$ cat config.mk
export PLATFORM = sky130hd
export DESIGN_NAME = spi_master_arbiter
export DESIGN_NICKNAME = d
export VERILOG_FILES = /design/src/rtl/spi_pkg.sv /design/src/rtl/rr_arbiter.sv /design/src/rtl/spi_master_arbiter.sv
export SDC_FILE = /design/constraint.sdc
export NUM_CORES = 1
export LEC_CHECK = 0
export BUFFER_PORTS_ARGS = -buffer_cell sky130_fd_sc_hd__clkbuf_2
export CAP_MARGIN = 10
export CORE_MARGIN = 5
export CORE_UTILIZATION = 51
export DETAILED_ROUTE_END_ITERATION = 7
export HOLD_SLACK_MARGIN = 0.1
export PLACE_DENSITY = 0.79
export SETUP_SLACK_MARGIN = 0.15
export SKIP_CTS_REPAIR_TIMING = 1
export SKIP_LAST_GASP = 1
export SYNTH_ARGS = -nofsm -noshare
export SYNTH_HDL_FRONTEND = slang
export SYNTH_SLANG_ARGS = --single-unit
export TNS_END_PERCENT = 30
$ cat constraint.sdc
create_clock -name sys_clk -period 3.46 [get_ports sys_clk]
set_input_delay 0.173 -clock sys_clk [delete_from_list [all_inputs] [get_ports sys_clk]]
set_output_delay 0.173 -clock sys_clk [all_outputs]
set_load 0.01 [all_outputs]
$ cat src/rtl/spi_pkg.sv
`default_nettype none
// ---------------------------------------------------------------------------
// spi_pkg -- shared SPI FSM encoding, default widths, size rule.  Rev 1.0
// ---------------------------------------------------------------------------
package spi_pkg;

  localparam int REG_WIDTH       = 8;
  localparam int DEFAULT_TIMEOUT = 64;

  typedef enum logic [2:0] {
    S_IDLE  = 3'd0,
    S_CHECK = 3'd1,
    S_START = 3'd2,
    S_BUSY  = 3'd3,
    S_ABORT = 3'd4
  } arb_state_e;

  // A transfer must move at least one bit and no more bits than the word holds.
  function automatic logic tsize_legal(input int size, input int width);
    return (size != 0) && (size <= width);
  endfunction

endpackage
`default_nettype wire

$ cat src/rtl/rr_arbiter.sv
`default_nettype none
// ---------------------------------------------------------------------------
// rr_arbiter -- combinational round-robin pick after the last grant.  Rev 1.0
// ---------------------------------------------------------------------------
module rr_arbiter #(
  parameter int N = 4
) (
  input  logic [N-1:0]         req_i,
  input  logic [$clog2(N)-1:0] last_i,
  input  logic                 en_i,
  output logic [$clog2(N)-1:0] idx_o,
  output logic                 valid_o
);

  localparam int IW = $clog2(N);

  int pos;

  // The most recent winner is scanned last, which gives the rotation.
  always_comb begin
    idx_o   = last_i;
    valid_o = 1'b0;
    pos     = 0;
    for (int k = 1; k <= N; k++) begin
      pos = (int'(last_i) + k) % N;
      if (en_i && !valid_o && req_i[IW'(pos)]) begin
        valid_o = 1'b1;
        idx_o   = IW'(pos);
      end
    end
  end

endmodule
`default_nettype wire

$ cat src/rtl/spi_master_arbiter.sv
`default_nettype none
// ---------------------------------------------------------------------------
// spi_master_arbiter -- round-robin sharing of one spi_master.  Rev 1.0
// ---------------------------------------------------------------------------
module spi_master_arbiter
  import spi_pkg::*;
#(
  parameter int NUM_REQ       = 4,
  parameter int reg_width     = REG_WIDTH,
  parameter int counter_width = $clog2(reg_width),
  parameter int TIMEOUT       = DEFAULT_TIMEOUT
) (
  input  logic                                 sys_clk,
  input  logic                                 rstn,
  input  logic [NUM_REQ-1:0]                   req,
  input  logic [NUM_REQ*reg_width-1:0]         wdata,
  input  logic [NUM_REQ*(counter_width+1)-1:0] tsize,
  output logic [NUM_REQ-1:0]                   ack,
  output logic [NUM_REQ-1:0]                   done,
  output logic [reg_width-1:0]                 rdata,
  output logic                                 err,
  output logic                                 m_t_start,
  output logic [reg_width-1:0]                 m_d_in,
  output logic [counter_width:0]               m_t_size,
  input  logic [reg_width-1:0]                 m_d_out,
  input  logic                                 m_cs,
  output logic [NUM_REQ-1:0]                   slave_cs_n
);

  localparam int            IW    = $clog2(NUM_REQ);
  localparam int            SW    = counter_width + 1;
  localparam int            TW    = $clog2(TIMEOUT) + 1;
  localparam logic [TW-1:0] TLAST = TW'(TIMEOUT - 1);

  arb_state_e           state_q, state_d;
  logic [IW-1:0]        rr_q, rr_d;
  logic [NUM_REQ-1:0]   ack_q, ack_d;
  logic [NUM_REQ-1:0]   done_q, done_d;
  logic                 err_q, err_d;
  logic [reg_width-1:0] rdata_q, rdata_d;
  logic                 t_start_q, t_start_d;
  logic [reg_width-1:0] d_in_q, d_in_d;
  logic [SW-1:0]        t_size_q, t_size_d;
  logic                 gv_q, gv_d;
  logic [TW-1:0]        timer_q, timer_d;

  logic [IW-1:0]        arb_idx;
  logic                 arb_valid;
  logic                 timeout;
  logic [reg_width-1:0] wdata_a [NUM_REQ];
  logic [SW-1:0]        tsize_a [NUM_REQ];

  // rr_q doubles as the index of the requester currently being served.
  for (genvar g = 0; g < NUM_REQ; g++) begin : g_slot
    assign wdata_a[g]    = wdata[g*reg_width +: reg_width];
    assign tsize_a[g]    = tsize[g*SW +: SW];
    assign slave_cs_n[g] = ~(gv_q && (rr_q == IW'(g)) && !m_cs);
  end

  rr_arbiter #(
    .N (NUM_REQ)
  ) u_rr (
    .req_i   (req),
    .last_i  (rr_q),
    .en_i    (state_q == S_IDLE),
    .idx_o   (arb_idx),
    .valid_o (arb_valid)
  );

  assign timeout = (timer_q == TLAST);

  always_comb begin
    state_d   = state_q;
    rr_d      = rr_q;
    ack_d     = '0;
    done_d    = '0;
    err_d     = 1'b0;
    rdata_d   = rdata_q;
    t_start_d = t_start_q;
    d_in_d    = d_in_q;
    t_size_d  = t_size_q;
    gv_d      = gv_q;
    case (state_q)
      S_IDLE: begin
        if (arb_valid) begin
          rr_d           = arb_idx;
          d_in_d         = wdata_a[arb_idx];
          t_size_d       = tsize_a[arb_idx];
          ack_d[arb_idx] = 1'b1;
          state_d        = S_CHECK;
        end
      end
      S_CHECK: begin
        if (!tsize_legal(int'(t_size_q), reg_width)) begin
          done_d[rr_q] = 1'b1;
          err_d        = 1'b1;
          state_d      = S_IDLE;
        end else begin
          gv_d      = 1'b1;
          t_start_d = 1'b1;
          state_d   = S_START;
        end
      end
      S_START: begin
        if (!m_cs) begin
          t_start_d = 1'b0;
          state_d   = S_BUSY;
        end else if (timeout) begin
          t_start_d = 1'b0;
          gv_d      = 1'b0;
          state_d   = S_ABORT;
        end
      end
      S_BUSY: begin
        if (m_cs) begin
          rdata_d      = m_d_out;
          done_d[rr_q] = 1'b1;
          gv_d         = 1'b0;
          state_d      = S_IDLE;
        end else if (timeout) begin
          gv_d    = 1'b0;
          state_d = S_ABORT;
        end
      end
      S_ABORT: begin
        t_start_d    = 1'b0;
        gv_d         = 1'b0;
        done_d[rr_q] = 1'b1;
        err_d        = 1'b1;
        state_d      = S_IDLE;
      end
      default: state_d = S_IDLE;
    endcase

    // Restart the phase timer on every state change; otherwise count and saturate.
    if (state_d != state_q) begin
      timer_d = '0;
    end else if (timer_q != '1) begin
      timer_d = timer_q + 1'b1;
    end else begin
      timer_d = timer_q;
    end
  end

  always_ff @(posedge sys_clk or negedge rstn) begin
    if (!rstn) begin
      state_q   <= S_IDLE;
      rr_q      <= IW'(NUM_REQ - 1);
      ack_q     <= '0;
      done_q    <= '0;
      err_q     <= 1'b0;
      rdata_q   <= '0;
      t_start_q <= 1'b0;
      d_in_q    <= '0;
      t_size_q  <= '0;
      gv_q      <= 1'b0;
      timer_q   <= '0;
    end else begin
      state_q   <= state_d;
      rr_q      <= rr_d;
      ack_q     <= ack_d;
      done_q    <= done_d;
      err_q     <= err_d;
      rdata_q   <= rdata_d;
      t_start_q <= t_start_d;
      d_in_q    <= d_in_d;
      t_size_q  <= t_size_d;
      gv_q      <= gv_d;
      timer_q   <= timer_d;
    end
  end

  assign ack       = ack_q;
  assign done      = done_q;
  assign err       = err_q;
  assign rdata     = rdata_q;
  assign m_t_start = t_start_q;
  assign m_d_in    = d_in_q;
  assign m_t_size  = t_size_q;

endmodule
`default_nettype wire

## Word-level counts from Yosys, hierarchy flattened

Index checks and enable logic that the tools add are counted.

- Bitwise logic cells: 5
- Add/sub/neg operators: 5
- Reduce and logical (&&, ||, !) cells: 32
- Muxes and demuxes: 53
- Order comparisons: 10
- Equal/unequal tests: 13

Operators with widths:

| operator | count |
|---|---|
| $mux 4 | 6 |
| $mux 1 | 21 |
| $logic_and 1x1->1 | 18 |
| $bmux 8 s2 | 1 |
| $lt 2x4->1 const B | 4 |
| $mux 8 | 2 |
| $mux 7 | 2 |
| $mux 3 | 4 |
| $pmux 3 s4 | 1 |
| $pmux 4 s3 | 1 |
| $mux 2 | 5 |
| $bmux 1 s2 | 4 |
| $bmux 4 s2 | 1 |
| $reduce_bool 4->1 | 2 |
| $add 7x1->7 const B | 1 |
| $eq 7x6->1 const B | 1 |
| $ne 7x7->1 const B | 1 |
| $eq 3x2->1 const B | 2 |
| $lt 2x3->1 const B | 2 |
| $reduce_and 3->1 | 2 |
| $add 2x1->2 const B | 2 |
| $add 2x2->2 const B | 2 |
| $demux 1 s2 | 2 |
| $eq 2x2->1 const B | 2 |
| other kinds (20) | 29 |

- Logic and storage cells: 129
- Bits of input ports: 63
- Bits in registers: 43
- Output and inout port bits: 34

## Depth between registers and ports, before layout

Gate-level depths: netlist of the first run.

- Depth in word-level cells: 24
- Depth in mapped cells: 11
- Mapped depth without buffers: 8

## Hierarchy

From an unflattened synthesis of the first run, not the netlist that was laid out.

- Cells, all modules: 234
- Area, all modules: 2442.3 um^2

Modules (own cells, without submodules):

| module | sequential area each (um^2) | instances | area an instance (um^2) | cells an instance |
|---|---|---|---|---|
| spi_master_arbiter | 1078.5 | 1 | 2207.1 | 199 |
| rr_arbiter | 0.0 | 1 | 235.2 | 35 |

## Least setup slack after synthesis of the first run

Ideal clock, no wire load.

- Kind: reg2reg
- Start point: register rr_q[0]
- End point: register d_in_q[2], in the netlist m_d_in[2]
- Library setup time: 92 ps
- Buffers on the path: 3
- Slack: 712 ps
- Data required time: 3368 ps
- Data arrival time: 2656 ps
- Clock period less this slack: 2748 ps
- Stages on the path, launching flop included: 12
- Path through: dfstp_2 -> buf_2 -> inv_2 -> ha_1 -> buf_4 -> mux2_2 -> a211oi_2 -> a21oi_4 -> buf_6 -> mux2i_1 -> and2_2 -> o31ai_2

- Word-level cells in the longest chain between the ends: 22
- Elaborated cells between the ends (all ways): 39
- Those cells by class: add/sub (4); mux (23); bitwise (1); reduce/logical (11)

Ends and longest elaborated chain:

| what | line | text |
|---|---|---|
| start: declaration | spi_master_arbiter.sv:36 | `logic [IW-1:0] rr_q, rr_d;` |
| start signal: assignment | spi_master_arbiter.sv:148 | `rr_q <= IW'(NUM_REQ - 1);` |
| start signal: assignment | spi_master_arbiter.sv:160 | `rr_q <= rr_d;` |
| $add 2x1->2 | rr_arbiter.sv:25 | `pos = (int'(last_i) + k) % N;` |
| $bmux 1 s2 | rr_arbiter.sv:26 | `if (en_i && !valid_o && req_i[IW'(pos)]) begin` |
| $mux 1 (implied by the code) (2 in a row) | rr_arbiter.sv:26 |  |
| $logic_and 1x1->1 | rr_arbiter.sv:26 |  |
| $mux 1 | rr_arbiter.sv:26 |  |
| $logic_not 1->1 | rr_arbiter.sv:26 |  |
| $logic_and 1x1->1 (2 in a row) | rr_arbiter.sv:26 |  |
| $mux 1 | rr_arbiter.sv:26 |  |
| $logic_not 1->1 | rr_arbiter.sv:26 |  |
| $logic_and 1x1->1 (2 in a row) | rr_arbiter.sv:26 |  |
| $mux 1 | rr_arbiter.sv:26 |  |
| $logic_not 1->1 | rr_arbiter.sv:26 |  |
| $logic_and 1x1->1 (2 in a row) | rr_arbiter.sv:26 |  |
| $mux 2 | rr_arbiter.sv:26 |  |
| $not 2->3 (implied by the code) | spi_master_arbiter.sv:87 | `d_in_d = wdata_a[arb_idx];` |
| $bmux 8 s2 | spi_master_arbiter.sv:87 |  |
| $mux 8 (implied by the code) (2 in a row) | spi_master_arbiter.sv:87 |  |
| end signal: assignment | spi_master_arbiter.sv:166 | `d_in_q <= d_in_d;` |
| end: declaration | spi_master_arbiter.sv:42 | `logic [reg_width-1:0] d_in_q, d_in_d;` |

Parallel ways exist; a longest one is shown, timed or not. The select of a mux whose other input is x is not followed.
A chain may end at the register's enable or synchronous reset.

## Worst setup path after layout of the first run

- Start point: register rr_q[1]
- End point: register d_in_q[5], in the netlist m_d_in[5]

Same word-level chain as after synthesis.

==> results.cfg, run 1 <==
[outcome]
outcome = completed

[synthesis]
synth-seq-area-share = 0.334
synth_flop_cell = dfrtp_1
synth_cell_types = 54
synth_edf_count = 0
synthTopCellsByArea = dfrtp_1, mux2i_1, o31ai_2
syn_inst = 329
syn_area_mm2 = 0.00323
synth.most_common_cell = dfrtp_1
synthTopCellsByCount = dfrtp_1, nand2_1, nor2_1, mux2i_1, inv_1
syn_area_per_cell_um2 = 9.82
async_flop_share = 1.00
yosysTopAreaCell = dfrtp_1
syn_nets = 397
ys_seq_elements = 43
synth_warnings = 0
yosys.area.top_type_share = 0.318

[power]
swShare = 0.466
p_leak_nw = 1.84
p_seq_frac = 0.240
intPower_mw = 1.95
p_clk_frac = 0.095
p_switching_mw = 1.69
comb_power_share = 0.665
ir_drop_mv = 0.478
p_per_area_mw_per_mm2 = 944
finalPower_mw = 3.64

[die]
core_mm2 = 0.00624
die_height_um = 89.6
die_area_mm2 = 0.00802
die_x_um = 89.6
ios = 97
start_util = 0.517
core.rowCount = 29

[sta]
setup_violations = 0
slew_headroom = 0.410
fmax_mhz = 327
worst_pin_slew_ns = 0.885
hold_violations = 0
setup_tns_ns = 0
min_period_ns = 3.06
rsz0062_at_grt = no
clock-skew-final_ns = 0.00895
finalCritPeriodShare = 0.885
final_max_slew_viol_count = 0
hold_ws_ns = 0.112

[detailed_routing]
wl_met3_um = 696
vias_per_cell = 5.87
drtAntennaViolNets = 0
wl_met1_um = 3310
drcViolationCount = 0
route.met2.wl_um = 3840
drt_iter0_markers = 89
avgRoutedWirePerCell_um = 16.0
drt_first_pass_iters = 5
highest_layer = met4
routed_wl_um = 7940
vias = 2905

[cts]
clockRootBuffer = clkbuf_8
clk_pin_slew_ns = 0.07
cts_buffer_depth = 2
cts_tree = built
htree_levels = 2
cts_buffers = 5
clock_latency_ns = 0.30
cts_num_sinks = 43

[global_routing]
grt_max_degree = 44
grt.total_usage = 0.205
grt_overflow = 0
grt_pass1_vias = 2781
antenna_found_initial = 0
grt_pass1_wl_um = 12900

[layout]
layout-drive-gt1-share = 0.407
n_antenna_cell = 0
nets = 485
syn_to_final_growth_pct = 19.4

[worst_setup_path]
worstPathArrival_ns = 3.27
crit_fanout = 24
crit_type = reg -> reg
worst_setup_path_start_kind = register
critical_path_required_ns = 3.66
end_kind = register

[placement]
gp_congestion = 0.898
portBuffers = 96
place_hpwl_um = 6040

[hold_path]
hp-class = in -> reg

[job]
cap_viol_max_count = 0
power groups by stage:
stage / Sequential (mW) / Clock, mW / Combinational [mW]
2_1_floorplan: 0.910 / 0 / 1.84
3_3_place_gp: 0.876 / 0 / 2.36
3_5_place_dp: 0.883 / 0 / 2.42
4_1_cts: 0.875 / 0.354 / 2.43
5_1_grt: 0.901 / 0.375 / 2.66
6_report: 0.874 / 0.346 / 2.42
critical path: stages (launching register included):
cell and delay, ns:
dfstp_2 0.59, inv_1 0.10, ha_1 0.36, or3b_1 0.37, a211o_1 0.34, o2111ai_2 0.10, nand4_4 0.44, buf_4 0.32
and2_4 0.13, o31ai_2 0.21
final timing paths:
kind                       startpoint         to  slack, ns  depth (start not counted)
setup / recovery              rr_q[1]  m_d_in[5]       0.40                          9
hold / removal             m_d_out[0]   rdata[0]       0.11                          2
setup reg to reg              rr_q[1]  m_d_in[5]       0.40                          9
hold reg to reg             m_d_in[6]  m_d_in[6]       0.50                          2
max in group asynchronous        rstn    rr_q[0]       2.66                          3
min in group asynchronous        rstn   rdata[0]       0.28                          2
registers in the layout, summed over array words and instances, names as in the netlist:
signal     cells
gv_q           1
m_t_size       4
m_d_in         8
state_q        3
ack            4
rdata          8
rr_q           2
m_t_start      1
timer_q        7
err            1
done           4
cells by family after synthesis:
| kind of cell | after synthesis | share of synthesized area |
|---|---|---|
| compound gates | 77 | 0.247 |
| xor+xnor | 6 | 0.0163 |
| fa+ha+maj | 6 | 0.0225 |
| buf+inv | 43 | 0.0666 |
| flops | 43 | 0.334 |
| mux | 40 | 0.129 |
| simple gates | 114 | 0.184 |
layer usage:
metal,vias to the layer above,track usage
met4,0,0.0501
met1,1363,0.266
met5,-,0
met2,150,0.342
met3,16,0.0511
li1,1376,-
layout make-up:
class / count / area, um^2
fill: 542 / 2380
multi-input combinational: 243 / 1940
sequential: 43 / 1080
timing repair buffer: 106 / 571
clock buffer: 8 / 100
tap: 77 / 96.3
inverter: 18 / 67.6
placed cells by master, fill, tap and decap left out, types with 3 or more instances in the layout:
cell       synthesis  routed
a21oi_1            6       6
inv_1             17      17
xor2_1             4       4
dfrtp_1           41      41
buf_4              2       8
ha_1               5       5
o21ai_0            6       6
clkbuf_8           0       7
o22ai_1           12      12
nor2b_1            3       3
nor3_1             8       8
mux2i_1           27      27
nor2_1            28      28
mux2_2            13      13
and2_4             4       4
nand2b_1           8       8
a2111oi_4          5       5
a32oi_1           13      13
and2_1             7       7
and3_1             5       5
a2111oi_2          7       7
o31ai_2           12      12
nand3_1            3       3
and2_2             6       6
nand2_1           31      31
clkbuf_2           0      96
metrics by stage:
step	setup WS [ns]	utilization	std cells	cell area, um^2
after global placement	0.493	0.597	485	3730
after detailed placement	0.387	0.597	485	3730
after CTS	0.384	0.613	493	3830
after floorplan	0.712	-	329	3230
after global routing	0.229	0.618	495	3860
final	0.398	0.618	495	3860
Power figures use the tool's default switching activity.
==> inputs of run 2 (changes only) <==
- CORE_UTILIZATION: 51 -> 35
- PLACE_DENSITY: 0.79 -> default
==> results.cfg, run 2 (synthesis results as in run 1) <==
[sta]
clock-skew-final_ns = 0.00925
fmax_mhz = 328
setup_violations = 0
slew_headroom = 0.578
finalCritPeriodShare = 0.881
setup_tns_ns = 0
rsz0062_at_grt = no
min_period_ns = 3.05
final_max_slew_viol_count = 0
hold_violations = 0
worst_pin_slew_ns = 0.632
hold_ws_ns = 0.102

[layout]
layout-drive-gt1-share = 0.404
stdcell_area_mm2 = 0.00392
n_antenna_cell = 0
multi_input_area_mm2 = 0.00194
seq_area_mm2 = 0.00108
nets = 488
final_cell_mix = clkbuf_2, dfrtp_1, nand2_1
final.fill_count = 909
syn_to_final_growth_pct = 21.5
layout_commonest_cell = clkbuf_2

[detailed_routing]
vias_per_cell = 5.31
routed_wl_um = 8580
drt_first_pass_iters = 4
drcViolationCount = 0
drtAntennaViolNets = 0
avgRoutedWirePerCell_um = 16.1
drt_iter0_markers = 117
vias = 2827

[cts]
clockRootBuffer = clkbuf_8
clk_pin_slew_ns = 0.09
cts_buffer_depth = 2
cts_num_sinks = 43
htree_levels = 2
clock_latency_ns = 0.30
cts_buffers = 5
cts_tree = built

[die]
start_util = 0.355
die_x_um = 106
core.rowCount = 35
die_height_um = 106
core_mm2 = 0.00911
ios = 97
die_area_mm2 = 0.0112

[placement]
gp_congestion = 0.827
placed_area_mm2 = 0.00377
portBuffers = 96
place_hpwl_um = 6310

[worst_setup_path]
cp_top_family = compound AO/OA/AOI/OAI gates
crit_type = reg -> reg
slowest_stage = dfstp_2
reg2reg_depth = 9
r2r_end = m_d_in[1]
crit_buf_inv = 2
worstPathArrival_ns = 3.27
critical_path_required_ns = 3.68
rrSetupSlack_ns = 0.41
cp_cell_sequence = inv_1, ha_1, mux2_2, buf_4, a211oi_2, a21oi_4, mux2i_1, and2_2, o31ai_2
worst_setup_path_start_kind = register
crit_end = m_d_in[1]
cp-startpoint = rr_q[1]
crit_path_max_incr_delay_ns = 0.61
r2r-start = rr_q[1]
crit_fanout = 15
end_kind = register
path_depth = 9

[hold_path]
hold_start = m_d_out[4]
hold_depth = 2
hp-class = in -> reg

[power]
p_per_area_mw_per_mm2 = 925
p_leak_nw = 1.84
ir_drop_mv = 0.394

[global_routing]
grt_overflow = 0
grt_pass1_vias = 2926
grt_max_degree = 37
grt_pass1_wl_um = 14000
antenna_found_initial = 0
grt.total_usage = 0.151

[outcome]
outcome = completed

[job]
cap_viol_max_count = 0
[run 2: cell count changes in the layout (fill, tap and decap cells not counted), sizes merged]
cell	previous run	this run
dlygate4sd3	1	6
clkbuf	104	101
buf	9	7
clkinvlp	0	2
clkinv	0	1
[run 2: how the worst min path moves through the flow]
stage	to
2_1_floorplan	ack[0]
3_3_place_gp	done[1]
3_5_place_dp	done[1]
4_1_cts	m_t_size[1]
5_1_grt	rdata[4]
6_report	rdata[4]
[run 2: stage by stage]
| stage | total power, mW | instances | utilization | worst slack (ns) |
|---|---|---|---|---|
| detailed placement | 3.33 | 518 | 0.414 | 0.223 |
| CTS | 3.66 | 526 | 0.424 | 0.192 |
| finish | 3.63 | 532 | 0.431 | 0.411 |
| floorplan | 2.75 | 329 | - | 0.712 |
| global route | 3.92 | 532 | 0.431 | 0.210 |
| global placement | 3.27 | 518 | 0.414 | 0.371 |
[run 2: cell type report]
cell class / instances / share of cell area
Clock buffer: 5 / 0.0175
Multi-Input combinational cell: 243 / 0.496
Timing Repair Buffer: 109 / 0.154
Clock inverter: 3 / 0.00510
Sequential cell: 43 / 0.275
Tap cell: 111 / 0.0354
Inverter: 18 / 0.0172
[run 2: per-layer routing]
| metal | wire (um) | vias up | global-route usage | share of wire |
|---|---|---|---|---|
| met5 | 0 | - | 0 | 0 |
| met2 | 4020 | 89 | 0.240 | 0.47 |
| li1 | - | 1380 | - | - |
| met4 | 76 | 0 | 0.0453 | 0.0089 |
| met1 | 3950 | 1350 | 0.201 | 0.46 |
| met3 | 528 | 8 | 0.0389 | 0.062 |
[run 2: worst register-to-register path, stage by stage (launching register included)]
cell and delay, ns:
dfstp_2 0.61, inv_1 0.11, ha_1 0.57, mux2_2 0.26
buf_4 0.21, a211oi_2 0.08, a21oi_4 0.52, mux2i_1 0.19
and2_2 0.23, o31ai_2 0.20
[run 2: report_power, final]
part	total [mW]	leakage (nW)	internal, mW	switching (mW)
clock	0.328	0.0402	0.141	0.188
sequential	0.875	0.543	0.717	0.158
combinational	2.43	1.25	1.05	1.38
total	3.63	1.84	1.91	1.72
==> inputs of run 3 (changes only) <==
- CORE_UTILIZATION: 35 -> 52
- PLACE_DENSITY: default -> 0.81
==> results.cfg, run 3 (synthesis results as in run 1) <==
[die]
start_util = 0.539
core.rowCount = 28
core_mm2 = 0.00599
die_height_um = 88.8
ios = 97
die_x_um = 88.8
die_area_mm2 = 0.00789

[sta]
min_period_ns = 2.99
setup_violations = 0
clock-skew-final_ns = 0.00896
slew_headroom = 0.288
setup_tns_ns = 0
rsz0062_at_grt = no
worst_slack_ns = 0.475
worst_pin_slew_ns = 1.07
final_max_slew_viol_count = 0
fmax_mhz = 335
finalCritPeriodShare = 0.863
hold_violations = 0

[layout]
nets = 489
layout_commonest_cell = clkbuf_2
syn_to_final_growth_pct = 21.5
layout-drive-gt1-share = 0.405
n_antenna_cell = 0
final_cell_mix = clkbuf_2, dfrtp_1, nand2_1
final_util = 0.655
final.fill_count = 485

[detailed_routing]
avgRoutedWirePerCell_um = 16.4
vias_per_cell = 5.86
drt_iter0_markers = 130
drtAntennaViolNets = 0
vias = 2911
routed_wl_um = 8170
drt_first_pass_iters = 4
drcViolationCount = 0

[worst_setup_path]
worstPathArrival_ns = 3.20
worst_setup_path_start_kind = register
critical_path_required_ns = 3.68
end_kind = register
crit_fanout = 14
crit_type = reg -> reg

[global_routing]
met2_usage = 0.356
use_met1 = 0.260
grt_use_met3 = 0.0652
grt.total_usage = 0.213
grt_max_degree = 44
busiest_layer = met2
antenna_found_initial = 0
grt_pass1_wl_um = 13200
grt_pass1_vias = 2812
grt_overflow = 0

[cts]
clockRootBuffer = clkbuf_8
cts_buffer_depth = 2
htree_levels = 2
cts_tree = built
clk_pin_slew_ns = 0.09
clock_latency_ns = 0.30
cts_buffers = 5
cts_num_sinks = 43

[placement]
portBuffers = 96
dp_slack_ns = 0.268
gp_congestion = 0.930
place_hpwl_um = 6130

[power]
p_per_area_mw_per_mm2 = 958
finalPower_mw = 3.76
ir_drop_mv = 0.692
p_switching_mw = 1.72
p_leak_nw = 1.86
intPower_mw = 2.03
swShare = 0.459
p_seq_frac = 0.234
p_clk_frac = 0.111
comb_power_share = 0.654

[outcome]
outcome = completed

[job]
cap_viol_max_count = 0

[hold_path]
hp-class = in -> async
## run 3: per-layer routing
layer  wire (um)  share of wire  vias to the layer above
met5           0              0                        -
met4         202          0.025                        0
met2        4140           0.51                      135
met3         684          0.084                       23
li1            -              -                     1379
met1        3150           0.38                     1374
## run 3: stage by stage
step | hold WS, ns | cell area (um^2) | std cells
6_report | 0.0539 | 3930 | 497
5_1_grt | 0.102 | 3930 | 497
4_1_cts | 0.0883 | 3830 | 488
3_5_place_dp | 0.410 | 3710 | 480
3_3_place_gp | 0.406 | 3710 | 480
2_1_floorplan | -0.123 | 3230 | 329
## run 3: worst paths after layout
check	startpoint	end	slack, ns	depth (start not counted)
min in group sys_clk	m_d_out[2]	rdata[2]	0.10	2
max reg2reg	rr_q[1]	m_t_size[0]	0.47	9
min	rstn	rdata[2]	0.05	1
min reg2reg	rdata[2]	rdata[2]	0.51	1
max in group asynchronous	rstn	timer_q[0]	2.76	1
max	rr_q[1]	m_t_size[0]	0.47	9
## run 3: layout make-up
cell class,count,area (um^2),area share
multi-input cells,243,1950,0.496
flip-flops and latches,43,1080,0.275
repair buffers,110,616,0.157
well taps,75,93.8,0.0239
clock buffers,6,82.6,0.0210
inverters,18,67.6,0.0172
clock inverters,2,38.8,0.00988
## run 3: critical path, stage by stage (launching register included)
cell and delay (ns):
dfstp_2 0.59, inv_1 0.11, ha_1 0.40, mux2_2 0.49, mux2i_2 0.30, a221o_1 0.25
nand4_4 0.13, buf_4 0.22, and2_2 0.18, o31ai_2 0.22
## run 3: power by group through the flow
stage	combinational [mW]	sequential, mW	clock, mW
2_1_floorplan	1.84	0.910	0
3_3_place_gp	2.34	0.881	0
3_5_place_dp	2.41	0.887	0
4_1_cts	2.41	0.880	0.429
5_1_grt	2.68	0.903	0.446
6_report	2.46	0.880	0.419
